File: config.mk
export PLATFORM = sky130hd
export DESIGN_NAME = fetch_unit_flat
export DESIGN_NICKNAME = d
export VERILOG_FILES = /design/src/rtl/fetch_unit_pkg.sv /design/src/rtl/fetch_unit_if.sv /design/src/rtl/fetch_instr_cnt.sv /design/src/rtl/fetch_unit.sv /design/src/flat_wrapper.sv
export SDC_FILE = /design/constraint.sdc
export NUM_CORES = 1
export LEC_CHECK = 0
export CAP_MARGIN = 20
export CORE_MARGIN = 2
export CORE_UTILIZATION = 39
export CTS_CLUSTER_DIAMETER = 50
export DETAILED_ROUTE_END_ITERATION = 7
export PLACE_DENSITY = 0.8
export SYNTH_ARGS = -nofsm -noshare
export SYNTH_HDL_FRONTEND = slang
export SYNTH_SLANG_ARGS = --single-unit
File: constraint.sdc
create_clock -name clk -period 1.91 [get_ports clk]
set_input_delay 0.382 -clock clk [delete_from_list [all_inputs] [get_ports clk]]
set_output_delay 0.382 -clock clk [all_outputs]
set_load 0.03 [all_outputs]
File: src/rtl/fetch_unit_pkg.sv
// rtl/fetch_unit_pkg.sv - shared phase indices, opcodes and default widths for the fetch stage
package fetch_unit_pkg;

   // One-hot phase word bit positions
   localparam int PH_F = 0;
   localparam int PH_R = 1;
   localparam int PH_X = 2;
   localparam int PH_M = 3;
   localparam int PH_W = 4;

   localparam int PC_W_DEF = 16;
   localparam int IR_W_DEF = 16;

   // Opcode field is ir[IR_W-1:IR_W-4]
   typedef enum logic [3:0] {
      OP_NOP = 4'h0,
      OP_ALU = 4'h1,
      OP_LD  = 4'h2,
      OP_ST  = 4'h3,
      OP_BR  = 4'h4,
      OP_JAL = 4'h5,
      OP_HLT = 4'hF
   } opcode_e;

   localparam logic [3:0] HLT_OP_DEF = OP_HLT;

endpackage

File: src/rtl/fetch_unit_if.sv
// rtl/fetch_unit_if.sv - instruction-memory bus between fetch stage and imem
interface fetch_unit_if #(
   parameter int PC_W = 16,
   parameter int IR_W = 16
);
   logic [PC_W-1:0] imem_addr;
   logic [IR_W-1:0] imem_rdata;

   // Fetch stage drives the address, memory returns the word in the same cycle
   modport master (output imem_addr, input imem_rdata);
   modport slave  (input imem_addr, output imem_rdata);
endinterface

File: src/rtl/fetch_instr_cnt.sv
// rtl/fetch_instr_cnt.sv - saturating retired-instruction counter with enable
module fetch_instr_cnt #(
   parameter int          CNT_W     = 32,
   parameter logic [31:0] RESET_VAL = 32'h0
) (
   input  logic             clk,
   input  logic             n_rst,
   input  logic             en,
   output logic [CNT_W-1:0] cnt
);

   // Count enabled cycles, sticking at all-ones instead of wrapping
   always_ff @(posedge clk or negedge n_rst) begin
      if (!n_rst)
         cnt <= RESET_VAL[CNT_W-1:0];
      else if (en && (cnt != {CNT_W{1'b1}}))
         cnt <= cnt + {{(CNT_W-1){1'b0}}, 1'b1};
   end

endmodule

File: src/rtl/fetch_unit.sv
// rtl/fetch_unit.sv - PC/IR fetch stage with halt decode; optional counter under FETCH_INSTR_CNT_EN
module fetch_unit
   import fetch_unit_pkg::*;
#(
   parameter int              PC_W     = PC_W_DEF,
   parameter int              IR_W     = IR_W_DEF,
   parameter logic [PC_W-1:0] RESET_PC = '0,
   parameter logic [3:0]      HLT_OP   = HLT_OP_DEF
) (
   input  logic              clk,
   input  logic              n_rst,
   input  logic [4:0]        phase,
   fetch_unit_if.master      imem,
   input  logic              br_taken,
   input  logic [PC_W-1:0]   br_target,
   output logic [IR_W-1:0]   ir,
   output logic [PC_W-1:0]   pc,
   output logic [PC_W-1:0]   pc_inc,
   output logic              hlt,
   output logic              halted
`ifdef FETCH_INSTR_CNT_EN
   ,
   output logic [31:0]       instr_cnt
`endif
);

   logic is_hlt_op;

   assign is_hlt_op      = (ir[IR_W-1 -: 4] == HLT_OP);
   assign hlt            = phase[PH_W] & is_hlt_op;
   assign pc_inc         = pc + {{(PC_W-1){1'b0}}, 1'b1};
   assign imem.imem_addr = pc;

   // PC advances at the end of W; a halt parks it on the halt address
   always_ff @(posedge clk or negedge n_rst) begin
      if (!n_rst)
         pc <= RESET_PC;
      else if (phase[PH_W] && !is_hlt_op)
         pc <= br_taken ? br_target : pc_inc;
   end

   // Instruction is captured at the end of F and held for the rest of the cycle
   always_ff @(posedge clk or negedge n_rst) begin
      if (!n_rst)
         ir <= '0;
      else if (phase[PH_F])
         ir <= imem.imem_rdata;
   end

   // Halt status is sticky until reset so software can observe it after the phases stop
   always_ff @(posedge clk or negedge n_rst) begin
      if (!n_rst)
         halted <= 1'b0;
      else if (hlt)
         halted <= 1'b1;
   end

`ifdef FETCH_INSTR_CNT_EN
   fetch_instr_cnt #(
      .CNT_W     (32),
      .RESET_VAL (32'h0)
   ) u_instr_cnt (
      .clk   (clk),
      .n_rst (n_rst),
      .en    (phase[PH_W]),
      .cnt   (instr_cnt)
   );
`endif

endmodule

File: src/flat_wrapper.sv
// flat-port wrapper written by rule: the top's interface ports become plain ports
module fetch_unit_flat import fetch_unit_pkg::*;
#(
   parameter int              PC_W     = PC_W_DEF,
   parameter int              IR_W     = IR_W_DEF,
   parameter logic [PC_W-1:0] RESET_PC = '0,
   parameter logic [3:0]      HLT_OP   = HLT_OP_DEF
)
  (clk, n_rst, phase, br_taken, br_target, ir, pc, pc_inc, hlt, halted, imem_imem_addr, imem_imem_rdata);
  fetch_unit_if #(.PC_W(PC_W), .IR_W(IR_W)) imem_i ();
  input  logic clk;
  input  logic n_rst;
  input  logic [4:0] phase;
  input  logic br_taken;
  input  logic [PC_W-1:0] br_target;
  output logic [IR_W-1:0] ir;
  output logic [PC_W-1:0] pc;
  output logic [PC_W-1:0] pc_inc;
  output logic hlt;
  output logic halted;
  output wire logic [$bits(imem_i.imem_addr)-1:0] imem_imem_addr;
  input wire logic [$bits(imem_i.imem_rdata)-1:0] imem_imem_rdata;
  assign imem_imem_addr = imem_i.imem_addr;
  assign imem_i.imem_rdata = imem_imem_rdata;
  fetch_unit #(.PC_W(PC_W), .IR_W(IR_W), .RESET_PC(RESET_PC), .HLT_OP(HLT_OP)) u_core (.clk(clk), .n_rst(n_rst), .phase(phase), .imem(imem_i), .br_taken(br_taken), .br_target(br_target), .ir(ir), .pc(pc), .pc_inc(pc_inc), .hlt(hlt), .halted(halted));
endmodule
==> results.md <==
Logic synthesis:
- The synthesized design contains 33 register bits.
- Synthesis produced a netlist with a net count of 242.
- In the synthesized netlist the dominant register cell turns out to be dfrtp_1.
- Of all flip-flops after synthesis, the portion carrying an async set or reset was 100%.
- Counting every instance in the synthesized netlist gives 201.
- The synthesized design devotes to its leading area cell type 41.5% of total area.
- The largest total area in the synthesized netlist belongs to dfrtp_1.
- Sorting the synthesized cells by area gives the leading types as dfrtp_1 41%, mux2_2 9.1%, buf_4 6.0%, xnor2_1 4.0%, nand3_1 3.3%.
- The synthesized cell area is 1990 µm².
- Summing the sequential cell areas from Yosys gives 41.5% of the chip area.
- The number of distinct library cells after synthesis is between 40 and 50.
- The count of warnings emitted by yosys is 0.
- The synthesized design contains 0 enable-type register cells.
- The synthesized area divided by synthesized cell count is 9.90 µm².

STA:
- In the finished design, the share of the clock period the worst path needs comes to 105%.
- The setup TNS is -0.269 ns.
- Setup repair after global routing could not meet its margin everywhere.
- The count of final max-slew check failures is 0.
- The upper clock frequency limit is 497 MHz.
- The worst max-slew margin expressed relative to the limit is between 70% and 80%.
- The number of failing hold endpoints at the final stage is 0.
- The final count of negative-setup-slack endpoints is 6.
- The clock period minus final worst setup slack is 2.01 ns.
- The final critical-path setup slack is -0.101 ns.
- At the pin with the least slew margin, the transition time is 0.432 ns.
- The final clock skew is 0.00283 ns.

Placed design:
- In this run the tool buffered the top-level ports with 102 buffer cells.
- The weighted congestion reported at the end of routability-driven placement is approximately 0.78.
- The HPWL after detailed placement is 4200 µm.

Finish:
- The number of filler instances in the final layout is ~370.
- Of the cells placed in the final design, the portion with a size suffix greater than 1 is 41.0%.
- The repair_antennas step left the layout with diodes totalling 0.
- Relative to the synthesized area, the layout overhead comes to 85.9%.
- The net count of the finished layout is 372.
- The core occupancy in the finished layout is 73.9%.
- The area used by multi-input combinational logic is 1200 µm².
- The sequential cell area is 841 µm².

Route:
- After detailed routing, the number of vias per cell comes to just over 5.
- In this run, the number of DRC markers left after iteration 0 of detailed routing was ~160.
- The average detailed-routed wire length per instance is ~16 µm.
- The final route contains around 2100 vias.
- The final antenna-violating net count is 0.
- The pre-antenna-repair detailed-routing pass consisted of 4 iterations.
- Summed over all layers, the routed wires come to about 6400 µm.
- The count of unresolved DRC violations after routing is 0.

Global routing:
- Global routing used between 20 and 25% of the available tracks.
- The initial antenna violation count was 0.
- For this run the aggregate overflow at the end of global routing stands at 0.
- Entering global routing, the biggest net connects 34 pins.
- The first global-routing pass estimated approximately 9500 µm of wire.
- The number of global-route vias before repair is approximately 2000.

CTS:
- The total number of H-tree levels is 2.
- The TritonCTS clock tree is done.
- The clock sink count is 33.
- The tree is rooted in a clkbuf_8.
- The clock latency on the worst-skew pair is 0.29 ns.
- The clock transition at the registers of the reported paths is 0.07 ns.
- The maximum count of clock buffers along a single path is 2.
- The total CTS buffers is 5.

Floorplan:
- The region available for standard cell placement spans around 5000 µm².
- The die covers 5690 µm².
- The number of top-level design ports is roughly 110.
- For this configuration, the core starts out at a cell density of 39.7%.
- The die is 75.4 µm wide.
- The chip height is ~75 µm.
- After floorplanning, the core was divided into 26 placement rows.

Setup path:
- The startpoint type of the worst setup path is a register.
- The worst setup path is of the reg -> out kind.
- For the worst setup path, the data arrival time is 1.63 ns.
- The sort of element at the end of the critical path is an output pin.
- The required time at the worst-slack endpoint is 1.53 ns.
- Along the worst path, the maximum fanout reaches 4.

Power:
- Dividing total power by cell area gives a power density of slightly below 900 nW/µm².
- Across the VDD grid, the largest voltage drop is 0.563 mV.
- The cell leakage power is approximately 1.6 nW.

Run status:
- The checks that failed: setup timing.
- The run finished, with violations left.

Hold path:
- In this run the worst hold path is classified as reg -> reg.

Run:
- The max-cap check violation count is 0.
critical path, cell delays in order (launching register included):
cell	delay, ns
dfrtp_2	0.41
buf_6	0.11
nand4_1	0.18
nor2_4	0.23
nand3_4	0.12
xnor2_4	0.15
buf_6	0.14
where the power goes:
part           internal [mW]  total, mW  switching (mW)
clock network          0.387      0.651           0.264
logic                  0.772       1.71           0.935
registers              0.806      0.921           0.115
total                   1.97       3.28            1.31
state kept, by name (all words and copies together) (netlist names):
| signal | count |
|---|---|
| u_core.halted | 1 |
| u_core.imem.imem_addr | 16 |
| u_core.ir | 16 |
cell families after synthesis:
logic type	count (synthesis)	synth area share [%]
AOI/OAI and AO/OA	43	15.1
buffers and inverters	36	10.2
and+or+nand+nor	55	15.8
xor gates and xnor gates	14	6.16
adders and majority gates	1	0.628
muxes	19	10.6
DFF	33	41.5
metal layers:
layer / vias to the layer above / wire (µm) / GRT usage, %
met5: - / 0 / 0
met4: 0 / 142 / 9.94
met3: 14 / 427 / 4.89
met2: 92 / 3460 / 38.0
met1: 1004 / 2400 / 27.0
li1: 971 / - / -
worst paths after layout:
path | depth (start not counted) | slack [ns] | from | end
worst max-delay path | 6 | -0.10 | u_core.imem.imem_addr[1] | pc_inc[15]
worst min-delay path | 1 | 0.48 | u_core.halted | u_core.halted
worst max register to register | 6 | 0.25 | u_core.imem.imem_addr[4] | u_core.imem.imem_addr[11]
worst min register to register | 1 | 0.48 | u_core.halted | u_core.halted
max in group asynchronous | 2 | 1.08 | n_rst | u_core.imem.imem_addr[13]
min in group asynchronous | 2 | 0.50 | n_rst | u_core.ir[7]
synthesized netlist by cell type (2+ instances only):
cell,count
nor2_1,10
buf_2,7
o21ai_0,8
nand4_1,2
buf_4,16
a22oi_1,2
xor2_1,5
inv_1,8
xnor2_1,9
nand2_1,11
dfrtp_1,33
and4_1,3
and3_1,2
mux2_2,16
a21boi_0,2
a21oi_1,7
o211ai_1,3
clkbuf_1,4
mux2i_1,3
o311ai_1,2
nor4_1,2
o2bb2ai_1,3
nor2_2,2
a31oi_1,5
nand3_1,13
cells in the final DEF (no fill, tap or decap), types with 2 or more instances in the layout:
master,count
inv_1,8
buf_4,48
mux2i_1,3
a22oi_1,2
and4_1,2
a31oi_1,5
nor2_4,4
buf_6,14
o211ai_1,3
nor2_2,2
mux2_2,16
o311ai_1,2
nor2_1,6
dfrtp_1,21
xnor2_4,3
clkbuf_8,5
nand2_2,2
clkdlybuf4s50_1,65
dlygate4sd2_1,10
nand3_4,3
nor4_1,2
a21oi_1,7
a21boi_0,2
xnor2_2,5
nand4_1,2
xor2_2,4
nand3_1,8
o2bb2ai_1,3
dlymetal6s2s_1,12
nand3_2,2
and3_4,3
dfrtp_2,12
o21ai_0,8
nand2_1,8
through the flow:
| step | hold WS (ns) | setup slack, ns | cell area [µm²] | power, mW | instances |
|---|---|---|---|---|---|
| after global placement | 0.448 | 0.0798 | 3160 | 2.42 | 367 |
| after detailed placement | 0.466 | 0.0433 | 3160 | 2.45 | 367 |
| after global routing | 0.491 | -0.150 | 3700 | 3.41 | 402 |
| after CTS | 0.483 | -0.0715 | 3540 | 3.23 | 393 |
| after floorplan | 0.0864 | 0.00970 | 2090 | 1.85 | 201 |
| final | 0.476 | -0.101 | 3700 | 3.28 | 402 |
layout make-up:
type                    instances  area share (%)
multi-input cells             132            32.6
inverters                       9           0.913
clock buffers                   6            1.96
clock inverters                 2           0.947
flip-flops and latches         33            22.7
repair buffers                150            38.5
well taps                      70            2.37
what timing repair did:
| action | in CTS | in global routing |
|---|---|---|
| buffers inserted | 18 | 9 |
| setup endpoints to repair | 20 | 26 |
| pin swaps | 14 | 9 |
| hold endpoints to repair | 0 | 0 |
| gates resized for setup | 44 | 23 |
| hold buffers | 0 | 0 |
Note: power is estimated with default switching activity, not from simulation.
